--- src/rtl/if_stage_ctrl.sv ---
`default_nettype none
// ============================================================================
// Module   : if_stage_ctrl
// Brief    : Fetch-stage sequencer owning the PC and IF/ID registers, with
//            branch redirect, hazard hold/flush and saturating debug counters.
// Revision : 1.0 - initial release
// ============================================================================
module if_stage_ctrl #(
    parameter logic [31:0] RESET_PC  = 32'h0000_0000,
    parameter int          CNT_W     = 16,
    parameter logic [31:0] NOP_INSTR = 32'h0000_0000
) (
    input  logic             clk,
    input  logic             rst_n,
    input  logic             PCwrite,
    input  logic             IFIDwrite,
    input  logic             IFIDflush,
    input  logic             branch_taken,
    input  logic [31:0]      branch_target,
    output logic [31:0]      imem_addr,
    input  logic [31:0]      imem_rdata,
    output logic [31:0]      ifid_instr,
    output logic [31:0]      ifid_pc4,
    output logic             ifid_valid,
    output logic [CNT_W-1:0] stall_count,
    output logic [CNT_W-1:0] flush_count
);

    localparam logic [CNT_W-1:0] c_cnt_max = {CNT_W{1'b1}};
    localparam logic [CNT_W-1:0] c_cnt_one = CNT_W'(1);

    logic [31:0]      r_pc_q;
    logic [31:0]      w_pc_d;
    logic [31:0]      w_pc_plus4;
    logic [31:0]      r_instr_q;
    logic [31:0]      w_instr_d;
    logic [31:0]      r_pc4_q;
    logic [31:0]      w_pc4_d;
    logic             r_valid_q;
    logic             w_valid_d;
    logic [CNT_W-1:0] r_stall_cnt_q;
    logic [CNT_W-1:0] w_stall_cnt_d;
    logic [CNT_W-1:0] r_flush_cnt_q;
    logic [CNT_W-1:0] w_flush_cnt_d;

    // A taken branch outranks the hazard hold: the hazard unit freezes the
    // PC while the branch sits in EX, so the redirect must still land.
    always_comb begin
        w_pc_plus4 = r_pc_q + 32'd4;
        w_pc_d     = r_pc_q;
        if (branch_taken) begin
            w_pc_d = branch_target;
        end else if (!PCwrite) begin
            w_pc_d = w_pc_plus4;
        end
    end

    always_comb begin
        w_instr_d = r_instr_q;
        w_pc4_d   = r_pc4_q;
        w_valid_d = r_valid_q;
        if (IFIDflush || branch_taken) begin
            w_instr_d = NOP_INSTR;
            w_pc4_d   = 32'd0;
            w_valid_d = 1'b0;
        end else if (!IFIDwrite) begin
            w_instr_d = imem_rdata;
            w_pc4_d   = w_pc_plus4;
            w_valid_d = 1'b1;
        end
    end

    always_comb begin
        w_stall_cnt_d = r_stall_cnt_q;
        w_flush_cnt_d = r_flush_cnt_q;
        if (IFIDwrite && (r_stall_cnt_q != c_cnt_max)) begin
            w_stall_cnt_d = r_stall_cnt_q + c_cnt_one;
        end
        if (IFIDflush && (r_flush_cnt_q != c_cnt_max)) begin
            w_flush_cnt_d = r_flush_cnt_q + c_cnt_one;
        end
    end

    always_ff @(posedge clk or negedge rst_n) begin
        if (!rst_n) begin
            r_pc_q        <= RESET_PC;
            r_instr_q     <= NOP_INSTR;
            r_pc4_q       <= 32'd0;
            r_valid_q     <= 1'b0;
            r_stall_cnt_q <= '0;
            r_flush_cnt_q <= '0;
        end else begin
            r_pc_q        <= w_pc_d;
            r_instr_q     <= w_instr_d;
            r_pc4_q       <= w_pc4_d;
            r_valid_q     <= w_valid_d;
            r_stall_cnt_q <= w_stall_cnt_d;
            r_flush_cnt_q <= w_flush_cnt_d;
        end
    end

    assign imem_addr   = r_pc_q;
    assign ifid_instr  = r_instr_q;
    assign ifid_pc4    = r_pc4_q;
    assign ifid_valid  = r_valid_q;
    assign stall_count = r_stall_cnt_q;
    assign flush_count = r_flush_cnt_q;

endmodule
`default_nettype wire

--- config.mk ---
export PLATFORM = sky130hd
export DESIGN_NAME = if_stage_ctrl
export DESIGN_NICKNAME = d
export VERILOG_FILES = /design/src/rtl/if_stage_ctrl.sv
export SDC_FILE = /design/constraint.sdc
export NUM_CORES = 1
export LEC_CHECK = 0
export CELL_PAD_IN_SITES_DETAIL_PLACEMENT = 1
export CELL_PAD_IN_SITES_GLOBAL_PLACEMENT = 1
export CORE_AREA = 2 2 144 146
export CTS_CLUSTER_DIAMETER = 100
export DETAILED_ROUTE_END_ITERATION = 8
export DIE_AREA = 0 0 146 148
export PLACE_DENSITY = 0.71
export SLEW_MARGIN = 20
export SYNTH_ARGS = -nofsm -noshare
export SYNTH_HDL_FRONTEND = slang
export SYNTH_SLANG_ARGS = --single-unit
--- constraint.sdc ---
create_clock -name clk -period 2.1 [get_ports clk]
set_clock_uncertainty 0.05 [all_clocks]
set_input_delay 0.525 -clock clk [delete_from_list [all_inputs] [get_ports clk]]
set_output_delay 0.525 -clock clk [all_outputs]
set_load 0.005 [all_outputs]
Word level (Yosys, flattened, before mapping)
Index checks and enable logic that the tools add are counted.
Word-level totals
  logic and storage cells: 24
  register bits: 129
  output and inout port bits: 129
  latch bits: 0
  memory bits (writable): 0
  memories: 0
  bits in read-only memories: 0
Cells by class
  bitwise gates (word level): 0
  add/subtract/negate cells: 3
  div/mod/pow operators: 0
  multiply operators: 0
  shift operators: 0
  equality and inequality tests: 4
  muxes and demuxes: 8
  order comparisons: 0
  reductions and logical operators: 3
Operator list (number)
  32-bit two-way mux: 6
  16-bit by 1-bit adder with 16-bit output (second input constant): 2
  32-bit by 3-bit adder with 32-bit output (second input constant): 1
  16-bit != test (second input constant): 2
  2-bit by 1-bit != test with 1-bit output (second input constant): 2
  1-bit logical AND: 2
  1-bit two-way mux: 2
  1-bit logical OR: 1

Depth between registers and ports, before layout
  depth in word-level cells: 3
  mapped depth: 8
  depth with buffers taken out: 6

Least setup slack after synthesis
Ideal clock, no wire load.
  path type: flip-flop to flip-flop
  from: register r_pc_q[5] (netlist: imem_addr[5])
  to: register r_pc_q[31] (netlist: imem_addr[31])
  library setup time: 124 ps
  arrival: 2075 ps
  period minus slack after synthesis: 2249 ps
  cell stages (with the launch flop): 9
  required time: 1926 ps
  setup slack: -149 ps
  cell sequence: dfrtp_1 buf_2 nand4_4 or2_1 buf_6 or3_1 clkbuf_2 o31a_1 o31a_1
On the way
  longest elaborated chain between the ends: 3
RTL lines
  from (decl): RTL line 32  | logic [31:0] r_pc_q;
  from (signal assigned): RTL line 93  | r_pc_q <= w_pc_d;
  32-bit by 3-bit adder with 32-bit output: RTL line 49  | w_pc_plus4 = r_pc_q + 32'd4;
  32-bit two-way mux: RTL line 53  | end else if (!PCwrite) begin
  32-bit two-way mux: RTL line 51  | if (branch_taken) begin
No other way between the ends. The select of a mux whose other input is x is not followed.
A chain may end at the register's enable or synchronous reset.

Final worst setup path
  from: register r_pc_q[22] (netlist: imem_addr[22])
  to: output imem_addr[22]
RTL lines
  to (decl): RTL line 20  | output logic [31:0] imem_addr,
No word-level cell between the ends.

==> metrics.md <==
| Metric | Value |
|---|---|
| Worst endpoint required time | 1.52 ns |
| Post-Syn Instances | 605 |
| WHS Path Cells | 2 |
| Syn_area_per_cell | 10.1 um^2 |
| CP arrival | 1.47 ns |
| Port bufs | 198 |
| Final hold violations | 0 |
| Clk slew on worst S/H paths | 0.06 ns |
| Detailed Route WL | 21000 um |
| Synth cell types | 42 |
| Worst slew pin tran | 0.469 ns |
| Filler cell count in the final layout | 2250 |
| Worst reg2reg startpoint | imem_addr[11] |
| CTS tree | yes |
| Post-DRT Antenna Nets | 0 |
| Hold slack | 0.433 ns |
| Slew margin rel. | 0.687 |
| Post-route cell area | 0.00955 mm^2 |
| Startpoint type of the worst setup path | flop |
| EDFF count, synth | 0 |
| Synth Cell Area | 0.00608 mm^2 |
| Core area | 0.0200 mm^2 |
| Final period util | 0.975 |
| Die ar. | 0.0216 mm^2 |
| Max VDD drop | 0.475 mV |
| Area Overhead vs Synth | 56.9% |
| Sequential share of power | 0.397 |
| Worst Hold Path EP | ifid_pc4[29] |
| Number of global-route vias before repair | 6133 |
| Grt ovf | 0 |
| Initial antenna violation count | 0 |
| Max Cap Viol | 0 |
| Synth async-reset ratio | 1.00 |
| Clock Power Share | 0.400 |
| Reg2reg end | imem_addr[27] |
| Hold Path Class | flop to flop |
| Status | complete, no violations |
| Diodes inserted | 0 |
| Pleak | 3.96 nW |
| Pin count of the biggest net entering global routing | 47 |
| DR vias | 5670 |
| R2r worst-path depth | 5 |
| Nets@finish | 929 |
| Pre-CTS WS | -0.234 ns |
| Register area share after synthesis | 0.531 |
| PnR worst setup slack | 0.0525 ns |
| Synthesized Nets | 678 |
| DPL Wire Length | 15600 um |
| Fmax | 488 MHz |
| Gpl congestion | 0.788 |
| Std cell rows | 52 |
| CP Capture Type | primary output |
| CP Class | flop to primary output |
| 1st-iter DRT viols | 219 |
| Die Wd | 146 um |
| GRT Overall Usage | 0.196 |
| First-pass iteration count of the detailed router | 4 |
| Layout cells sized above 1 | 0.143 |
| Drt via density | 4.98 |
| Htree depth | 4 |
| I/O Pins | 199 |
| CTS root buf | clkbuf_16 |
| Reg2Reg Setup Slack | 0.08 ns |
| Worst-Skew Late Latency | 0.41 ns |
| Min-delay src | ifid_pc4[29] |
| P_sw | 2.07 mW |
| Total CTS buffers | 17 |
| Die H | 148 um |
| Crit path time final | 2.05 ns |
| First-pass GRT wire length | 33600 um |
| Starting Density | 0.304 |
| Clock Path Buffers | 2 |
| Clk sinks | 129 |
| DRC | 0 |
| Net Sw Frac | 0.277 |
| Predominant post-synthesis flop cell | dfrtp_1 |
| WL/cell | 18.5 um |
| Final setup violation count | 0 |
| Gate power share | 0.204 |
| Power density cells | 783 mW/mm^2 |
| Yosys Warn Count | 0 |
| Internal | 5.40 mW |
| Post-DP Area | 0.00884 mm^2 |
| Crit-path max FO | 4 |
| Max-slew violations | 0 |
| Synthesis-stage register bit count | 129 |
-- worst max path at each step --
| stage | startpoint | to |
|---|---|---|
| floorplan | imem_addr[5] | imem_addr[27] |
| finish | imem_addr[22] | imem_addr[22] |
| global route | imem_addr[11] | ifid_pc4[28] |
| global placement | IFIDwrite | stall_count[15] |
| detailed placement | IFIDwrite | stall_count[15] |
| CTS | imem_addr[5] | imem_addr[5] |
-- stage by stage --
stage / TNS [ns] / utilization / std cells / power (mW)
2_1_floorplan: -0.0395 / - / 605 / 3.52
3_3_place_gp: -0.416 / 0.441 / 1098 / 4.44
3_5_place_dp: -0.793 / 0.441 / 1098 / 4.51
4_1_cts: 0 / 0.472 / 1131 / 7.54
5_1_grt: -0.282 / 0.476 / 1139 / 7.85
6_report: 0 / 0.476 / 1139 / 7.47
-- layer usage --
metal | part of all wire | GRT usage | vias to the layer above
li1 | - | - | 2641
met1 | 0.43 | 0.246 | 2866
met2 | 0.51 | 0.334 | 148
met3 | 0.051 | 0.0611 | 15
met4 | 0.0084 | 0.0422 | 0
met5 | 0 | 0 | -
-- power groups by stage --
stage | clock network [mW] | logic [mW] | registers, mW
final | 2.99 | 1.52 | 2.96
after CTS | 3.05 | 1.52 | 2.97
after detailed placement | 0 | 1.51 | 3.01
after floorplan | 0 | 0.515 | 3.01
after global routing | 3.18 | 1.66 | 3.01
after global placement | 0 | 1.46 | 2.98
-- kinds of logic (layout without fill, tap and decap cells) --
| logic type | after synthesis | count (layout) | synth area share |
|---|---|---|---|
| AOI/OAI and AO/OA | 114 | 114 | 0.123 |
| DFF | 129 | 129 | 0.531 |
| buffers and inverters | 45 | 309 | 0.0300 |
| xor gates and xnor gates | 72 | 72 | 0.104 |
| and+or+nand+nor | 233 | 233 | 0.190 |
| adders and majority gates | 3 | 3 | 0.00617 |
| muxes | 9 | 9 | 0.0163 |
-- critical path: stages, from the launching register on --
cell and delay [ns]:
dfrtp_1 0.40, buf_4 0.16, clkdlybuf4s50_1 0.50
-- cell type report --
type | count | area, um^2 | share of cell area
clock inverters | 13 | 153 | 0.0160
flip-flops and latches | 129 | 3230 | 0.338
clock buffers | 19 | 443 | 0.0464
repair buffers | 272 | 2650 | 0.278
well taps | 270 | 338 | 0.0354
multi-input cells | 431 | 2710 | 0.284
inverters | 5 | 18.8 | 0.00197
-- layout by cell type (no fill, tap or decap), types with 3 or more instances in the layout --
cell type,instances
a21oi_1,8
a22o_1,36
a31oi_1,4
and2_1,5
and3_1,7
and4_1,8
buf_12,7
buf_4,61
buf_6,6
clkbuf_16,17
clkdlybuf4s50_1,191
clkinv_4,4
clkinvlp_4,3
dfrtp_1,128
dlymetal6s2s_1,4
inv_1,5
inv_6,4
mux2_2,7
nand2_1,80
nand2b_1,4
nand3_1,31
nand4_1,18
nor2_1,31
nor2b_1,3
nor3_1,19
nor4_1,12
o21ai_0,53
o31a_1,4
xnor2_1,43
xor2_1,29
-- cell usage after synthesis, types with 2 or more instances --
library cell,n,area (um^2)
a211oi_1,2,15.0
a21oi_1,8,40.0
a22o_1,36,315
a31oi_1,4,25.0
and2_1,5,31.3
and3_1,7,43.8
and4_1,8,70.1
buf_1,2,7.51
buf_2,4,20.0
clkbuf_1,32,120
dfrtp_1,129,3230
ha_1,3,37.5
inv_1,5,18.8
mux2_2,7,78.8
mux2i_1,2,20.0
nand2_1,81,304
nand2b_1,4,25.0
nand3_1,33,165
nand4_1,18,113
nor2_1,31,116
nor2b_1,3,18.8
nor3_1,20,100
nor4_1,13,81.3
o21ai_0,54,270
o31a_1,4,35.0
or3_1,4,25.0
xnor2_1,43,377
xor2_1,29,254
-- flip-flops by register name (all words and copies together), names as in the netlist --
name and count:
stall_count 16, ifid_instr 32, imem_addr 32, flush_count 16, ifid_pc4 32, ifid_valid 1
-- repair_timing --
action                                 4_1_cts  5_1_grt
endpoints found under the hold margin        4        0
pin swaps                                    0        2
setup endpoints to repair                    5       19
hold buffers                                 1        0
gates cloned                                 0        0
setup buffers                                0        8
resized for setup                            4       11
No activity file was read; power rests on OpenSTA's default activity.
